## config.mk

```make
export PLATFORM = sky130hd
export DESIGN_NAME = pipe_adder_flat
export DESIGN_NICKNAME = d
export VERILOG_FILES = /design/src/rtl/pipe_adder_pkg.sv /design/src/rtl/pipe_adder_if.sv /design/src/rtl/pipe_adder_chunk.sv /design/src/rtl/pipe_adder.sv /design/src/flat_wrapper.sv
export SDC_FILE = /design/constraint.sdc
export NUM_CORES = 1
export LEC_CHECK = 0
export CAP_MARGIN = 0
export CORE_ASPECT_RATIO = 1.25
export CORE_MARGIN = 2
export CORE_UTILIZATION = 40
export CTS_CLUSTER_SIZE = 30
export DETAILED_ROUTE_END_ITERATION = 8
export PLACE_DENSITY_LB_ADDON = 0.12
export SLEW_MARGIN = 5
export SYNTH_ARGS = -nofsm -noshare
export SYNTH_HDL_FRONTEND = slang
export SYNTH_HIERARCHICAL = 1
export SYNTH_SLANG_ARGS = --single-unit
export TNS_END_PERCENT = 10
```

## constraint.sdc

```tcl
create_clock -name clk_in -period 2.4 [get_ports clk_in]
set_input_delay 0.48 -clock clk_in [delete_from_list [all_inputs] [get_ports clk_in]]
set_output_delay 0.48 -clock clk_in [all_outputs]
set_load 0.02 [all_outputs]
```

## src/rtl/pipe_adder_pkg.sv

```systemverilog
// rtl/pipe_adder_pkg.sv - shared types, mode constants and chunk sizing for pipe_adder
package pipe_adder_pkg;

  // Operation select carried on sub_in
  localparam logic ADD = 1'b0;
  localparam logic SUB = 1'b1;

  // Width of one carry chunk; WIDTH must be a multiple of STAGES
  function automatic int chunk_width(input int width, input int stages);
    return width / stages;
  endfunction

  // Control part of the per-stage payload; operand skew and sum deskew
  // registers are sized per stage inside pipe_adder
  typedef struct packed {
    logic valid;
`ifdef PIPE_ADDER_SAT_EN
    logic sat;
`endif
    logic carry;
  } stage_ctrl_t;

endpackage

```

## src/rtl/pipe_adder_if.sv

```systemverilog
// rtl/pipe_adder_if.sv - operand/result handshake bundle for pipe_adder (sat_in under PIPE_ADDER_SAT_EN)
interface pipe_adder_if #(
  parameter int WIDTH = 16
);

  logic             valid_in;
  logic             ready_out;
  logic [WIDTH-1:0] a_in;
  logic [WIDTH-1:0] b_in;
  logic             sub_in;
  logic             carry_in;
  logic             valid_out;
  logic             ready_in;
  logic [WIDTH-1:0] sum_out;
  logic             carry_out;
  logic             ovf_out;
`ifdef PIPE_ADDER_SAT_EN
  logic             sat_in;
`endif

`ifdef PIPE_ADDER_SAT_EN
  modport master (
    output valid_in, a_in, b_in, sub_in, carry_in, sat_in, ready_in,
    input  ready_out, valid_out, sum_out, carry_out, ovf_out
  );
  modport slave (
    input  valid_in, a_in, b_in, sub_in, carry_in, sat_in, ready_in,
    output ready_out, valid_out, sum_out, carry_out, ovf_out
  );
`else
  modport master (
    output valid_in, a_in, b_in, sub_in, carry_in, ready_in,
    input  ready_out, valid_out, sum_out, carry_out, ovf_out
  );
  modport slave (
    input  valid_in, a_in, b_in, sub_in, carry_in, ready_in,
    output ready_out, valid_out, sum_out, carry_out, ovf_out
  );
`endif

endinterface

```

## src/rtl/pipe_adder_chunk.sv

```systemverilog
// rtl/pipe_adder_chunk.sv - combinational CHUNK-bit ripple adder built from half-adder pairs
module adder_chunk #(
  parameter int CHUNK = 4
) (
  input  logic [CHUNK-1:0] a,
  input  logic [CHUNK-1:0] b,
  input  logic             cin,
  output logic [CHUNK-1:0] sum,
  output logic             cout
);

  // Each bit is a full adder made of two half adders; carry ripples LSB to MSB
  always_comb begin
    logic c;
    logic p;
    logic g;
    logic h;
    c = cin;
    sum = '0;
    for (int i = 0; i < CHUNK; i++) begin
      p = a[i] ^ b[i];
      g = a[i] & b[i];
      sum[i] = p ^ c;
      h = p & c;
      c = g | h;
    end
    cout = c;
  end

endmodule

```

## src/rtl/pipe_adder.sv

```systemverilog
// rtl/pipe_adder.sv - pipelined add/subtract, one carry chunk per clock (PIPE_ADDER_SAT_EN adds saturation)
module pipe_adder
  import pipe_adder_pkg::*;
#(
  parameter int WIDTH  = 16,
  parameter int STAGES = 4
) (
  input logic        clk_in,
  input logic        rst_n_in,
  pipe_adder_if.slave bus
);

  localparam int CHUNK = chunk_width(WIDTH, STAGES);
  localparam int LAST  = STAGES - 1;

  logic advance;

  // One global stall: the whole pipe moves unless a result is waiting
  assign advance       = bus.ready_in | ~bus.valid_out;
  assign bus.ready_out = advance;

  for (genvar k = 0; k < STAGES; k++) begin : stg
    localparam int LO = k * CHUNK;
    localparam int HI = LO + CHUNK;

    logic [WIDTH-1:LO] a_src;
    logic [WIDTH-1:LO] b_src;
    stage_ctrl_t       ctrl_src;
    stage_ctrl_t       ctrl_d;
    stage_ctrl_t       ctrl_q;
    logic [CHUNK-1:0]  chunk_sum;
    logic              chunk_carry;
    logic [HI-1:0]     sum_d;
    logic [HI-1:0]     sum_q;

    if (k == 0) begin : head
      // B is inverted here once; later stages only ever see B'
      assign a_src = bus.a_in;
      assign b_src = bus.b_in ^ {WIDTH{bus.sub_in == SUB}};
      assign sum_d = chunk_sum;

      // Beat control entering the pipe; subtract forces carry-in to 1
      always_comb begin
        ctrl_src       = '0;
        ctrl_src.valid = bus.valid_in;
        ctrl_src.carry = (bus.sub_in == ADD) ? bus.carry_in : 1'b1;
`ifdef PIPE_ADDER_SAT_EN
        ctrl_src.sat   = bus.sat_in;
`endif
      end
    end else begin : body
      assign a_src    = stg[k-1].skew.a_q;
      assign b_src    = stg[k-1].skew.b_q;
      assign ctrl_src = stg[k-1].ctrl_q;
      assign sum_d    = {chunk_sum, stg[k-1].sum_q};
    end

    adder_chunk #(
      .CHUNK(CHUNK)
    ) u_chunk (
      .a   (a_src[LO +: CHUNK]),
      .b   (b_src[LO +: CHUNK]),
      .cin (ctrl_src.carry),
      .sum (chunk_sum),
      .cout(chunk_carry)
    );

    // Pass control along, replacing the carry with this chunk's carry-out
    always_comb begin
      ctrl_d       = ctrl_src;
      ctrl_d.carry = chunk_carry;
    end

    // Control and growing deskewed sum register for this stage
    always_ff @(posedge clk_in or negedge rst_n_in) begin
      if (!rst_n_in) begin
        ctrl_q <= '0;
        sum_q  <= '0;
      end else if (advance) begin
        ctrl_q <= ctrl_d;
        sum_q  <= sum_d;
      end
    end

    if (k < LAST) begin : skew
      logic [WIDTH-1:HI] a_q;
      logic [WIDTH-1:HI] b_q;

      // Operand chunks not yet added ride along to later stages
      always_ff @(posedge clk_in or negedge rst_n_in) begin
        if (!rst_n_in) begin
          a_q <= '0;
          b_q <= '0;
        end else if (advance) begin
          a_q <= a_src[WIDTH-1:HI];
          b_q <= b_src[WIDTH-1:HI];
        end
      end
    end else begin : fin
      logic ovf_d;
      logic ovf_q;

      assign ovf_d = (a_src[WIDTH-1] == b_src[WIDTH-1]) &&
                     (chunk_sum[CHUNK-1] != a_src[WIDTH-1]);

      // Signed overflow captured alongside the final sum
      always_ff @(posedge clk_in or negedge rst_n_in) begin
        if (!rst_n_in) begin
          ovf_q <= 1'b0;
        end else if (advance) begin
          ovf_q <= ovf_d;
        end
      end
    end
  end

  assign bus.valid_out = stg[LAST].ctrl_q.valid;
  assign bus.carry_out = stg[LAST].ctrl_q.carry;
  assign bus.ovf_out   = stg[LAST].fin.ovf_q;

`ifdef PIPE_ADDER_SAT_EN
  // On overflow the wrapped sign is the opposite of the true sign, so clamp
  // toward the side the wrapped MSB is not on
  assign bus.sum_out = (stg[LAST].ctrl_q.sat && stg[LAST].fin.ovf_q) ?
                       (stg[LAST].sum_q[WIDTH-1] ? {1'b0, {(WIDTH-1){1'b1}}}
                                                 : {1'b1, {(WIDTH-1){1'b0}}}) :
                       stg[LAST].sum_q;
`else
  assign bus.sum_out = stg[LAST].sum_q;
`endif

endmodule

```

## src/flat_wrapper.sv

```systemverilog
// flat-port wrapper written by rule: the top's interface ports become plain ports
module pipe_adder_flat import pipe_adder_pkg::*;
#(
  parameter int WIDTH  = 16,
  parameter int STAGES = 4
)
  (clk_in, rst_n_in, bus_valid_in, bus_a_in, bus_b_in, bus_sub_in, bus_carry_in, bus_ready_in, bus_ready_out, bus_valid_out, bus_sum_out, bus_carry_out, bus_ovf_out);
  pipe_adder_if #(.WIDTH(WIDTH)) bus_i ();
  input logic clk_in;
  input logic rst_n_in;
  input wire logic [$bits(bus_i.valid_in)-1:0] bus_valid_in;
  input wire logic [$bits(bus_i.a_in)-1:0] bus_a_in;
  input wire logic [$bits(bus_i.b_in)-1:0] bus_b_in;
  input wire logic [$bits(bus_i.sub_in)-1:0] bus_sub_in;
  input wire logic [$bits(bus_i.carry_in)-1:0] bus_carry_in;
  input wire logic [$bits(bus_i.ready_in)-1:0] bus_ready_in;
  output wire logic [$bits(bus_i.ready_out)-1:0] bus_ready_out;
  output wire logic [$bits(bus_i.valid_out)-1:0] bus_valid_out;
  output wire logic [$bits(bus_i.sum_out)-1:0] bus_sum_out;
  output wire logic [$bits(bus_i.carry_out)-1:0] bus_carry_out;
  output wire logic [$bits(bus_i.ovf_out)-1:0] bus_ovf_out;
  assign bus_i.valid_in = bus_valid_in;
  assign bus_i.a_in = bus_a_in;
  assign bus_i.b_in = bus_b_in;
  assign bus_i.sub_in = bus_sub_in;
  assign bus_i.carry_in = bus_carry_in;
  assign bus_i.ready_in = bus_ready_in;
  assign bus_ready_out = bus_i.ready_out;
  assign bus_valid_out = bus_i.valid_out;
  assign bus_sum_out = bus_i.sum_out;
  assign bus_carry_out = bus_i.carry_out;
  assign bus_ovf_out = bus_i.ovf_out;
  pipe_adder #(.WIDTH(WIDTH), .STAGES(STAGES)) u_core (.clk_in(clk_in), .rst_n_in(rst_n_in), .bus(bus_i));
endmodule
```

Yosys cells after proc, flatten, opt, wreduce, memory -nomap -nowiden
Cells that the tools add are included.
{"block": "word_totals", "regBits": 97, "output_inout_bits": 20, "word_cells": 106}
{"block": "op_classes", "eq_ne": 2, "muxes": 1, "bitwise": 83, "reduce_logical": 1}
{"operator": "AND 1 bit", "count": 32}
{"operator": "bitwise XOR 1 bit", "count": 32}
{"operator": "bitwise OR 1 bit", "count": 17}
{"operator": "bitwise XOR 16 bit", "count": 1}
{"operator": "== test 1 bit", "count": 1}
{"operator": "logical AND 1 bit", "count": 1}
{"operator": "2-to-1 mux 1 bit", "count": 1}
{"operator": "!= test 1 bit", "count": 1}
{"operator": "inverter 1 bit", "count": 1}

Depth between registers and ports, before layout
Gate-level depths: netlist of run 1.
{"block": "logic_depth", "depth_word": 10, "mapped_depth": 12}

Cells and area by module
The synthesis of run 1 kept the hierarchy.
{"mod": "pipe_adder", "n_inst": 1, "cells_per_inst": 228, "area_per_inst_um2": 3849.9}
{"mod": "adder_chunk", "n_inst": 4, "cells_per_inst": 14, "area_per_inst_um2": 117.6}

Least setup slack after synthesis of run 1
Ideal clock, no wire load.
{"block": "synth_path", "path_type": "input-to-reg", "start": "input bus_sub_in", "end": "register u_core.stg[0].sum_q[3]", "setup_time_ns": 0.064, "arrival_time_ns": 2.729, "required_ns": 2.336, "setup_slack_ns": -0.393, "stages": 12, "n_path_buf": 2, "path_cell_list": "buf_2 > buf_4 > or2_2 > inv_1 > fa_1 > inv_1 > fa_1 > fa_1 > inv_1 > fa_1 > inv_1 > mux2_2"}
{"element": "start: declaration", "line_no": "flat_wrapper.sv:14", "text": "input wire logic [$bits(bus_i.sub_in)-1:0] bus_sub_in;"}
{"element": "end signal: assignment", "line_no": "pipe_adder.sv:81", "text": "sum_q <= sum_d;"}
{"element": "end: declaration", "line_no": "pipe_adder.sv:34", "text": "logic [HI-1:0] sum_q;"}

Final worst setup path of run 1
{"block": "layout_path", "start": "register u_core/stg[2].ctrl_q[0] in the netlist's numbering", "end": "register u_core.stg[3].fin.ovf_q, in the netlist u_core/bus.ovf_out"}
{"block": "layout_between", "elab_chain_len": 9}
{"element": "start: declaration", "line_no": "pipe_adder.sv:30", "text": "stage_ctrl_t ctrl_q;"}
{"element": "start signal: assignment", "line_no": "pipe_adder.sv:80", "text": "ctrl_q <= ctrl_d;"}
{"element": "AND 1 bit", "line_no": "pipe_adder_chunk.sv:24", "text": "h = p & c;"}
{"element": "bitwise OR 1 bit", "line_no": "pipe_adder_chunk.sv:25", "text": "c = g | h;"}
{"element": "AND 1 bit", "line_no": "pipe_adder_chunk.sv:24"}
{"element": "bitwise OR 1 bit", "line_no": "pipe_adder_chunk.sv:25"}
{"element": "AND 1 bit", "line_no": "pipe_adder_chunk.sv:24"}
{"element": "bitwise OR 1 bit", "line_no": "pipe_adder_chunk.sv:25"}
{"element": "bitwise XOR 1 bit", "line_no": "pipe_adder_chunk.sv:23", "text": "sum[i] = p ^ c;"}
{"element": "named net u_core.stg[3].chunk_sum[3]", "line_no": "pipe_adder.sv:31", "text": "logic [CHUNK-1:0] chunk_sum;"}
{"element": "!= test 1 bit", "line_no": "pipe_adder.sv:104", "text": "(chunk_sum[CHUNK-1] != a_src[WIDTH-1]);"}
{"element": "logical AND 1 bit", "line_no": "pipe_adder.sv:103", "text": "assign ovf_d = (a_src[WIDTH-1] == b_src[WIDTH-1]) &&"}
{"element": "end signal: assignment", "line_no": "pipe_adder.sv:111", "text": "ovf_q <= ovf_d;"}
{"element": "end: declaration", "line_no": "pipe_adder.sv:101", "text": "logic ovf_q;"}
The timed path passes the listed nets, and every way through them passes these cells.
A chain may end at the register's enable or synchronous reset.

==> results_dict.tcl, run 1 <==
set metrics [dict create \
    cpMaxStageDelayCell "fa_1" \
    finalSetupViolations 3 \
    wirelength_mm 6.58 \
    yosysUniqueCellTypes 16 \
    via_per_inst 4.59 \
    finalHoldViolations 0 \
    wire_per_inst_um 13.7 \
    p_per_area_mw_per_mm2 1290 \
    fin_crit_ps 2560 \
    gr-total-overflow 0 \
    cp.buffers_inverters 4 \
    yosysTopAreaCellShare 0.562 \
    rows 42 \
    tightest_slew_ps 544 \
    htree_levels 3 \
    drive_gt1_frac 0.376 \
    slew_headroom 0.637 \
    setup_slack_ps -161 \
    ff2ff_path_depth 10 \
    yosysSeqAreaShare 0.562 \
    mappedNetlistNets 338 \
    diodes 0 \
    drv_slew 0 \
    critPathRequiredTime_ps 2650 \
    grt_max_degree 98 \
    core-area_mm2 0.0106 \
    fin_nets 398 \
    crit_type "reg2reg" \
    grt_pass1_wl_mm 11.3 \
    avgSynthCellArea_um2 15.2 \
    cp-endpoint "u_core/bus.ovf_out" \
    violations "negative setup slack" \
    dieArea_mm2 0.0117 \
    num-fill-cells 936 \
    drt-initial-drc-count 24 \
    pin_count 58 \
    grt_pass1_vias 2332 \
    synth_area_mm2 0.00432 \
    max-cap-violations 0 \
    synth.ff_latch_count 97 \
    grt_antenna_before_repair 0 \
    drc_errors 0 \
    crit_arrival_ps 2810 \
    yosys_warnings 6 \
    slowest_delay_ps 400 \
    io_buffers 57 \
    yosysTopAreaCell "dfrtp_1" \
    outcome "finished with violations" \
    path_depth 10 \
    vias 2204 \
    reg2reg_to "u_core/bus.ovf_out" \
    clockRootBuffer "clkbuf_16" \
    area_growth_syn_to_layout_pct 24.2 \
    gr-usage-all-layers 0.123 \
    ir_drop_v 0.000587 \
    leakagePower_nw 2.43 \
    period_share 1.07 \
    r2r_start "u_core/stg[2].ctrl_q[0]" \
    cts_buffer_depth 2 \
    cts_tree "done" \
    rsz0062_at_grt "true" \
    cp_cell_sequence "inv_2 > fa_2 > inv_2 > fa_2 > fa_2 > inv_2 > fa_1 > inv_1 > or3b_4 > a31oi_1" \
    die_x_um 97.0 \
    end_kind "flip-flop" \
    cts.reportedPaths.clkPinSlew_ps 60 \
    syn-instance-count 284 \
    clkSinkCount 97 \
    cp-startpoint "u_core/stg[2].ctrl_q[0]" \
    netlist_top_cells_area "dfrtp_1, mux2_2, fa_1, mux2_4, inv_1" \
    timing.fmax_mhz 390 \
    cts_hold_buf 0 \
    fin_skew_ps 4.28 \
    path_delay_family "adder cells" \
    die_y_um 120 \
    place_congestion 0.688 \
    critPathMaxFanout 2 \
    cts_made_buffers 9 \
    r2r_setup_slack_ps -160 \
    drtAntennaViolNets 0 \
    initial_core_util 0.409 \
    hpwl_mm 4.23 \
    cp-start-kind "flip-flop" \
    clk_latency_ps 330 \
    firstDrtPassIters 4 \
    dpl_worst_slack_ps -670 \
    hold_path.class "in2async" \
    p_total_w 0.00691 \
]
[sequential cells by signal, summed over array words and instances (netlist names)]
| signal | cells |
|---|---|
| u_core/stg.skew.a_q | 24 |
| u_core/stg.skew.b_q | 24 |
| u_core/stg.sum_q | 24 |
| u_core/bus.sum_out | 16 |
| u_core/stg.ctrl_q | 6 |
| u_core/bus.carry_out | 1 |
| u_core/bus.ovf_out | 1 |
| u_core/bus.valid_out | 1 |
[worst min-delay path by stage]
stage / start / end / cells past startpoint
after detailed placement: u_core/stg[2].ctrl_q[1] / u_core/bus.valid_out / 1
after global routing: rst_n_in / u_core/bus.sum_out[3] / 2
after global placement: u_core/stg[2].ctrl_q[1] / u_core/bus.valid_out / 1
final: rst_n_in / u_core/stg[0].skew.a_q[6] / 2
after CTS: rst_n_in / u_core/stg[0].skew.b_q[6] / 2
after floorplan: rst_n_in / u_core/bus.carry_out / 0
[kinds of logic after synthesis]
| kind of cell | count (synthesis) | synth area share |
|---|---|---|
| flip-flops | 97 | 0.562 |
| multiplexers | 95 | 0.262 |
| buffers and inverters | 53 | 0.0562 |
| XOR/XNOR | 16 | 0.0324 |
| adder cells (fa/ha/maj) | 16 | 0.0741 |
| AND/OR/NAND/NOR | 6 | 0.0116 |
| AO/OA/AOI/OAI | 1 | 0.00145 |
[cell type report]
cell class,count,area (um2),share of cell area
Timing Repair Buffer,62,637,0.119
Multi-Input combinational cell,134,1670,0.311
Tap cell,132,165,0.0308
Inverter,40,150,0.0280
Sequential cell,97,2430,0.453
Clock inverter,2,35.0,0.00653
Clock buffer,13,280,0.0523
[timing repair]
item	4_1_cts	5_1_grt
setup buffers	2	0
endpoints found under the setup margin	4	4
pin swaps	5	4
cloned	0	0
resized for setup	11	4
[power by group]
group	internal (W)	leakage, nW	switching, W
registers	0.00238	1.13	0.000390
logic	0.00161	1.15	0.00107
clock network	0.000913	0.158	0.000553
[cells in the mapped netlist, drive strengths merged]
cell type,n
dfrtp,97
mux2,95
inv,40
fa,16
xor2,16
buf,13
nand2b,2
a31oi,1
nand3b,1
nor3b,1
or2,1
or3b,1
[routing by layer]
layer | GRT usage | part of all wire | routed length [um]
met1 | 0.173 | 0.48 | 3190
met2 | 0.181 | 0.47 | 3070
met3 | 0.0324 | 0.032 | 212
met4 | 0.0502 | 0.017 | 111
met5 | 0 | 0 | 0
[cells in the final DEF, fill, tap and decap left out, drive strengths merged]
master         netlist  routed
dfrtp               97      97
mux2                95      95
clkdlybuf4s50        0      54
inv                 40      40
xor2                16      16
fa                  16      16
clkbuf               0      13
buf                 13       6
nand2b               2       2
clkinv               0       1
bufinv               0       1
dlymetal6s2s         0       1
clkdlybuf4s15        0       1
or2                  1       1
nand3b               1       1
or3b                 1       1
nor3b                1       1
a31oi                1       1
[per-stage QoR]
stage               hold slack, ps   util  cell area [um2]  setup TNS (ps)  instances
finish                         163  0.508             5360            -226        480
global route                   229  0.508             5360            -463        480
CTS                            233  0.507             5360            -493        480
detailed placement             456  0.475             5020           -2040        464
global placement               445  0.475             5020           -1830        464
floorplan                      184      -             4340            -508        284
Power figures use the tool's default switching activity.
==> run 2, diff against run 1 <==
- PLACE_DENSITY_LB_ADDON: 0.12 -> unset
- SLEW_MARGIN: 5 -> unset
==> results_dict.tcl, run 2 (synthesis gave the netlist of run 1 again) <==
set metrics [dict create \
    cts_buffer_depth 2 \
    area_growth_syn_to_layout_pct 23.7 \
    leakagePower_nw 2.42 \
    pin_count 58 \
    p_per_area_mw_per_mm2 1270 \
    grt_pass1_wl_mm 11.8 \
    via_per_inst 4.59 \
    final_cell_mix "dfrtp_1, mux2_2, clkdlybuf4s50_1" \
    crit_arrival_ps 2810 \
    outcome "finished with violations" \
    grt_pass1_vias 2447 \
    grt_max_degree 98 \
    final_common_cell "dfrtp_1" \
    initial_core_util 0.409 \
    gr-total-overflow 0 \
    gr-usage-all-layers 0.129 \
    fin_crit_ps 2550 \
    ir_drop_v 0.00112 \
    top_regs "u_core/stg.skew.a_q (24), u_core/stg.skew.b_q (24), u_core/stg.sum_q (24)" \
    dieArea_mm2 0.0117 \
    tns_ps -215 \
    end_kind "flip-flop" \
    path_delay_family "adder cells" \
    wirelength_mm 6.60 \
    io_buffers 57 \
    cpMaxStageDelayCell "fa_1" \
    drv_slew 0 \
    finalSetupViolations 2 \
    cp.buffers_inverters 4 \
    cts.reportedPaths.clkPinSlew_ps 60 \
    clockRootBuffer "clkbuf_16" \
    vias 2212 \
    die_y_um 120 \
    clk_latency_ps 340 \
    period_share 1.06 \
    firstDrtPassIters 4 \
    clkSinkCount 97 \
    cts_tree "done" \
    slew_headroom 0.574 \
    cp-start-kind "flip-flop" \
    fin_skew_ps 6.87 \
    p_total_w 0.00678 \
    rsz0062_at_grt "true" \
    drc_errors 0 \
    slowest_delay_ps 410 \
    finalHoldViolations 0 \
    place_congestion 0.701 \
    diodes 0 \
    cts_made_buffers 9 \
    crit_type "reg2reg" \
    critPathMaxFanout 2 \
    fin_nets 399 \
    timing.hold.ws_ps 155 \
    critPathRequiredTime_ps 2660 \
    grt_antenna_before_repair 1 \
    max-cap-violations 0 \
    htree_levels 3 \
    hpwl_mm 4.40 \
    die_x_um 97.0 \
    rows 42 \
    wire_per_inst_um 13.7 \
    drive_gt1_frac 0.383 \
    setup_slack_ps -150 \
    hold_path.class "in2async" \
    violations "negative setup slack" \
    drt-initial-drc-count 114 \
    drtAntennaViolNets 0 \
    core-area_mm2 0.0106 \
    timing.fmax_mhz 392 \
    tightest_slew_ps 639 \
    cp_cell_sequence "inv_2 > fa_2 > inv_2 > fa_2 > fa_2 > inv_2 > fa_1 > inv_1 > or3b_4 > a31oi_1" \
]
run 2: cell count changes in the layout (fill, tap and decap cells not counted):
| cell | before | now |
|---|---|---|
| clkinv_2 | 1 | 3 |
| mux2_4 | 18 | 17 |
| clkbuf_8 | 4 | 0 |
| buf_4 | 3 | 5 |
| dlymetal6s2s_1 | 1 | 0 |
| fa_2 | 5 | 6 |
| clkdlybuf4s50_1 | 54 | 55 |
| buf_6 | 1 | 0 |
| dlygate4sd2_1 | 0 | 1 |
| clkdlybuf4s15_1 | 1 | 0 |
| clkinv_4 | 0 | 3 |
| fa_1 | 11 | 10 |
| mux2_2 | 77 | 78 |
run 2: where the power goes:
group          internal [W]  total, W  switching (W)  leakage, nW
logic               0.00154   0.00258        0.00104         1.14
clock network      0.000807   0.00141       0.000604        0.149
registers           0.00238   0.00279       0.000405         1.13
total               0.00473   0.00678        0.00205         2.42
run 2: stage by stage:
stage          setup WS, ps   util  instance area [um2]  instances
4_1_cts                -244  0.505                 5330        481
6_report               -150  0.506                 5340        482
2_1_floorplan          -240      -                 4340        284
3_5_place_dp           -559  0.476                 5030        465
5_1_grt                -254  0.506                 5340        482
3_3_place_gp           -540  0.476                 5030        465
run 2: routing by layer:
layer  share of wire  track usage  vias to the layer above
met5          0.0020            0                        -
met4           0.025       0.0739                        2
met3           0.043       0.0341                       12
met2            0.47        0.191                       41
met1            0.46        0.172                     1121
li1                -            -                     1036
run 2: timing repair:
item	in CTS	in global routing
endpoints found under the setup margin	3	4
hold buffers	0	0
pin swaps	5	6
setup buffers	0	1
resized for setup	9	3
run 2: final cells by class:
| cell class | count | area [um2] |
|---|---|---|
| Clock buffer | 9 | 225 |
| Fill cell | 912 | 5220 |
| Tap cell | 132 | 165 |
| Timing Repair Buffer | 63 | 637 |
| Clock inverter | 7 | 71.3 |
| Multi-Input combinational cell | 134 | 1670 |
| Sequential cell | 97 | 2430 |
| Inverter | 40 | 150 |
run 2: path summary, 6_finish.rpt:
check / from / endpoint / slack [ps] / depth (start not counted)
setup / recovery: u_core/stg[2].skew.b_q[12] / u_core/bus.ovf_out / -150 / 10
hold / removal: rst_n_in / u_core/stg[0].skew.a_q[9] / 160 / 1
setup reg to reg: u_core/stg[2].skew.b_q[12] / u_core/bus.ovf_out / -150 / 10
hold reg to reg: u_core/stg[2].ctrl_q[1] / u_core/bus.valid_out / 470 / 1
max in group asynchronous: rst_n_in / u_core/stg[0].skew.b_q[4] / 1600 / 2
min in group clk_in: u_core/stg[2].ctrl_q[1] / u_core/bus.valid_out / 470 / 1
